### src/rtl/thermo_pkg.sv
// Shared thermostat definitions: mode encodings, temperature width and
// controller thresholds used by both the controller and the plant model.
package thermo_pkg;

  typedef enum logic [1:0] {
    MODE_IDLE = 2'b00,
    MODE_COOL = 2'b01,
    MODE_HEAT = 2'b10
  } mode_t;

  localparam int TEMP_W = 5;

  localparam int T_LOW  = 18;
  localparam int T_HIGH = 22;

  // Encoding 2'b11 is not a command; it is treated as idle.
  function automatic mode_t fold_mode(input logic [1:0] m);
    return (m == 2'b11) ? MODE_IDLE : mode_t'(m);
  endfunction

endpackage

### src/rtl/tick_div.sv
// Loadable prescaler: tick is high on the last count of a div-cycle period.
module tick_div #(
  parameter int CW = 4
) (
  input  logic          clk,
  input  logic          rst,
  input  logic          clear,
  input  logic [CW:0]   div,
  output logic          tick
);

  logic [CW-1:0] cnt;

  assign tick = ({1'b0, cnt} == (div - (CW+1)'(1)));

  always_ff @(posedge clk) begin
    if (rst || clear) begin
      cnt <= '0;
    end else if (tick) begin
      cnt <= '0;
    end else begin
      cnt <= cnt + CW'(1);
    end
  end

endmodule

### src/rtl/temp_plant.sv
// Thermal plant model: heat/cool step the temperature with saturation,
// idle drifts toward ambient, each at its own prescaled rate.
module temp_plant
  import thermo_pkg::*;
#(
  parameter int W         = TEMP_W,
  parameter int T_INIT    = 18,
  parameter int T_AMB     = 20,
  parameter int HEAT_DIV  = 4,
  parameter int COOL_DIV  = 4,
  parameter int DRIFT_DIV = 16
) (
  input  logic         clk,
  input  logic         rst,
  input  logic [1:0]   mode,
  input  logic         load,
  input  logic [W-1:0] load_val,
  output logic [W-1:0] temp,
  output logic         temp_valid,
  output logic         at_min,
  output logic         at_max
);

  localparam int MAXDIV1 = (HEAT_DIV > COOL_DIV) ? HEAT_DIV : COOL_DIV;
  localparam int MAXDIV  = (MAXDIV1 > DRIFT_DIV) ? MAXDIV1 : DRIFT_DIV;
  localparam int CW      = (MAXDIV > 1) ? $clog2(MAXDIV) : 1;

  localparam logic [W-1:0] AMB  = W'(T_AMB);
  localparam logic [W-1:0] TMAX = '1;

  mode_t          mode_q;
  mode_t          mode_f;
  logic           chg;
  logic           clear;
  logic           tick;
  logic [CW:0]    div_sel;
  logic [W-1:0]   temp_step;

  assign mode_f = fold_mode(mode);
  assign chg    = (mode_f != mode_q);
  assign clear  = load || chg;

  always_comb begin
    div_sel = (CW+1)'(DRIFT_DIV);
    case (mode_q)
      MODE_HEAT: div_sel = (CW+1)'(HEAT_DIV);
      MODE_COOL: div_sel = (CW+1)'(COOL_DIV);
      default:   div_sel = (CW+1)'(DRIFT_DIV);
    endcase
  end

  tick_div #(.CW(CW)) u_div (
    .clk   (clk),
    .rst   (rst),
    .clear (clear),
    .div   (div_sel),
    .tick  (tick)
  );

  // Limits are compared before stepping so the W-bit arithmetic never wraps.
  always_comb begin
    temp_step = temp;
    case (mode_q)
      MODE_HEAT: if (temp != TMAX) temp_step = temp + W'(1);
      MODE_COOL: if (temp != '0)   temp_step = temp - W'(1);
      default: begin
        if (temp < AMB)      temp_step = temp + W'(1);
        else if (temp > AMB) temp_step = temp - W'(1);
      end
    endcase
  end

  always_ff @(posedge clk) begin
    if (rst) begin
      temp       <= W'(T_INIT);
      mode_q     <= MODE_IDLE;
      temp_valid <= 1'b0;
    end else if (load) begin
      temp       <= load_val;
      mode_q     <= mode_f;
      temp_valid <= 1'b0;
    end else if (chg) begin
      mode_q     <= mode_f;
      temp_valid <= 1'b0;
    end else if (tick) begin
      temp       <= temp_step;
      temp_valid <= 1'b1;
    end else begin
      temp_valid <= 1'b0;
    end
  end

  assign at_min = (temp == '0);
  assign at_max = (temp == TMAX);

endmodule

### config.mk
export PLATFORM = sky130hd
export DESIGN_NAME = temp_plant
export DESIGN_NICKNAME = d
export VERILOG_FILES = /design/src/rtl/thermo_pkg.sv /design/src/rtl/tick_div.sv /design/src/rtl/temp_plant.sv
export SDC_FILE = /design/constraint.sdc
export NUM_CORES = 1
export LEC_CHECK = 0
export BUFFER_PORTS_ARGS = -buffer_cell sky130_fd_sc_hd__buf_4
export CAP_MARGIN = 20
export CORE_AREA = 2 2 50 52
export DETAILED_ROUTE_END_ITERATION = 10
export DIE_AREA = 0 0 52 54
export PLACE_DENSITY_LB_ADDON = 0.15
export SYNTH_ARGS = -nofsm -noshare
export SYNTH_HDL_FRONTEND = slang
export SYNTH_HIERARCHICAL = 1
export SYNTH_SLANG_ARGS = --single-unit
### constraint.sdc
create_clock -name clk -period 2.9 [get_ports clk]
set_clock_uncertainty 0.15 [all_clocks]
set_input_delay 0.435 -clock clk [delete_from_list [all_inputs] [get_ports clk]]
set_output_delay 0.435 -clock clk [all_outputs]
set_load 0.03 [all_outputs]
==> results.toml <==
[worst_setup_path]
r2r_setup_slack_ns = 0.15
cp-start-kind = "flop"
worstPathMaxFanout = 8
cp.required_ns = 2.95
critPathKind = "reg -> reg"
worstPathArrival_ns = 2.80
end_kind = "flop"

[synthesis]
ys_top_cells_by_area = "dfxtp_1 (25%), ha_1 (10%), xnor2_1 (5.4%)"
netlist_instances = 119
synth_top_area_share = 0.2452
synth_area_per_cell_um2 = 8.233
ys_seq_area_frac = 0.2452
yosysTopAreaCell = "dfxtp_1"
ys_ff_latch = 12
yosysWarnings = 6
syn_area_um2 = 979.7
synth_cell_types = 42

[routing]
drtIter0Drc = 24
firstDrtPassIters = 4
vias = 966
viasPerCell = 5.552
wire_per_inst_um = 12.99
drc = 0
ant_nets = 0
drt-total-wl_um = 2261

[timing]
timing.fmax_mhz = 364.1
min_period_ns = 2.747
rsz0062_at_grt = "no"
setup_viol = 0
fin_tns_setup_ns = 0
post-route-period-util = 0.9471
hold_viol = 0
drv_slew = 0

[cts]
cts-resized-gates = 0
clockRootBuffer = "clkbuf_4"
cts_tree = "built"
numClockSinks = 12
clk_latency_ns = 0.28
hold_buffers = 0
clockBufferDepth = 2
cts_setup_buffers = 0
cts_buffers = 3
path_clk_slew_ns = 0.08
h-tree-depth = 1

[placed_design]
place_congestion = 0.8026
dp_hpwl_um = 1669
port_buffers = 17
placed_cell_area_um2 = 1170
dp.cells = 171

[cells_and_area]
final.fill_count = 232
finalNonFillerCells = 174
fin_nets = 164
antennaDiodeCount = 0
design_area_um2 = 1199
utilization = 0.5167
drive_gt1_frac = 0.2083
synthToLayoutAreaGrowth_pct = 22.35

[grt]
groute.usage.overall = 0.1761
grt_max_degree = 14
grt_pass1_wl_um = 3670
grt-ovfl-total = 0
grt_pass1_vias = 834
antenna_found_initial = 0

[hold_path]
hp-class = "in -> reg"

[die]
rows = 18
core_area_um2 = 2320
die_w_um = 52
start_util = 0.4223
die_h_um = 54
io_pins = 18
dieArea_um2 = 2808

[power]
power_mw = 0.4095
power_density_nw_per_um2 = 341.7
switchingPower_mw = 0.1376
vdd_ir_drop_max_uv = 295.7
clkPwrFrac = 0.269
leakage_nw = 0.5062
p_seq_frac = 0.454
p_comb_frac = 0.277
swShare = 0.3360
p_int_mw = 0.2719

[outcome]
status = "finished clean"

[run]
maxCapViolations = 0
cell families (layout without fill, tap and decap cells):
group / Yosys count / in the layout / synth area share
compound gates: 26 / 26 / 0.2005
xor+xnor: 10 / 10 / 0.08940
fa+ha+maj: 8 / 8 / 0.1022
buf+inv: 15 / 33 / 0.05874
flops: 12 / 12 / 0.2452
other cells: 1 / 8 / 0.003828
simple gates: 47 / 47 / 0.3001
stage by stage:
stage,setup WS [ns],hold slack [ns]
2_1_floorplan,0.05986,0.3186
3_3_place_gp,0.2732,0.3458
3_5_place_dp,0.1706,0.3467
4_1_cts,0.1486,0.1874
5_1_grt,0.00005906,0.1891
6_report,0.1533,0.1900
metal layers:
layer	track usage	part of all wire	vias up	routed length (um)
li1	-	-	487	-
met1	0.2387	0.50	457	1137
met2	0.2827	0.45	18	1012
met3	0.02500	0.035	4	80
met4	0.06579	0.014	0	31
met5	0	0	-	0
Yosys cell counts:
| cell type | instances |
|---|---|
| a221o_1 | 1 |
| or2_2 | 2 |
| nand2_1 | 2 |
| o32ai_1 | 1 |
| and2_1 | 1 |
| clkbuf_1 | 3 |
| nor4b_1 | 4 |
| nor4_1 | 5 |
| a2111oi_0 | 1 |
| inv_2 | 1 |
| and3_1 | 3 |
| o311ai_0 | 4 |
| xnor2_1 | 6 |
| nand2b_1 | 1 |
| o21ba_2 | 1 |
| o311a_1 | 1 |
| xor2_1 | 4 |
| nor3_1 | 4 |
| o21a_1 | 1 |
| a311oi_1 | 1 |
| nor2_1 | 8 |
| nand4b_1 | 2 |
| buf_2 | 1 |
| o211ai_1 | 2 |
| o32a_1 | 1 |
| nor4b_2 | 1 |
| nand3_1 | 4 |
| nor2b_1 | 3 |
| nand4_1 | 1 |
| a31o_2 | 1 |
| inv_1 | 10 |
| dfxtp_1 | 12 |
| o211a_1 | 1 |
| ha_1 | 8 |
| conb_1 | 1 |
| a21oi_1 | 5 |
| a211o_1 | 1 |
| or4_4 | 1 |
| or4_1 | 1 |
| o21ai_0 | 4 |
| nand3b_1 | 1 |
| nor3b_1 | 3 |
path summary, 6_finish.rpt:
check                                 end  cells past startpoint                     from
hold reg to reg   u_div/cnt[0]$_SDFF_PP0_                      1  u_div/cnt[0]$_SDFF_PP0_
setup / recovery     temp[3]$_SDFFE_PP0P_                     10   mode_q[0]$_SDFFE_PP0P_
setup reg to reg     temp[3]$_SDFFE_PP0P_                     10   mode_q[0]$_SDFFE_PP0P_
hold / removal     mode_q[1]$_SDFFE_PP0P_                      2                  mode[0]
power by group through the flow:
stage | logic (mW) | registers (mW) | clock network [mW]
finish | 0.113 | 0.186 | 0.110
global route | 0.125 | 0.188 | 0.119
CTS | 0.112 | 0.186 | 0.110
global placement | 0.111 | 0.189 | 0
floorplan | 0.0716 | 0.192 | 0
detailed placement | 0.111 | 0.190 | 0
placed cells by master (no fill, tap or decap), types with 2 or more instances in the layout:
cell,synthesis,final
conb_1,1,8
inv_1,10,10
nor3b_1,3,3
nor4b_1,4,3
or2_2,2,2
dfxtp_1,12,12
nand2_1,2,2
xor2_1,4,4
nor2b_1,3,3
o311ai_0,4,4
o21ai_0,4,4
nor3_1,4,4
nor4_1,5,5
a21oi_1,5,5
xnor2_1,6,6
buf_4,0,19
nand4b_1,2,2
and3_1,3,3
ha_1,8,8
clkbuf_4,0,3
nor2_1,8,8
nand3_1,4,4
o211ai_1,2,2
nor4b_2,1,2
sequential cells by signal, indices dropped and copies added (netlist names):
name,count
mode_q,2
temp,5
temp_valid,1
u_div/cnt,4
cell type report:
cell class,count,area (um^2),share of cell area
clock buffers,3,22.52,0.01879
inverters,11,41.29,0.03445
multi-input cells,99,714.4,0.5960
flip-flops and latches,12,240.2,0.2004
well taps,30,37.54,0.03132
repair buffers,19,142.6,0.1190
worst max-delay path: stages, from the launching register on:
cell	delay, ns
dfxtp_1	0.35
inv_1	0.09
ha_1	0.35
inv_1	0.12
nor3_1	0.20
xnor2_1	0.15
o311a_1	0.20
inv_1	0.04
a31o_2	0.26
or4_1	0.52
a311oi_1	0.24
No activity file was read; power rests on OpenSTA's default activity.
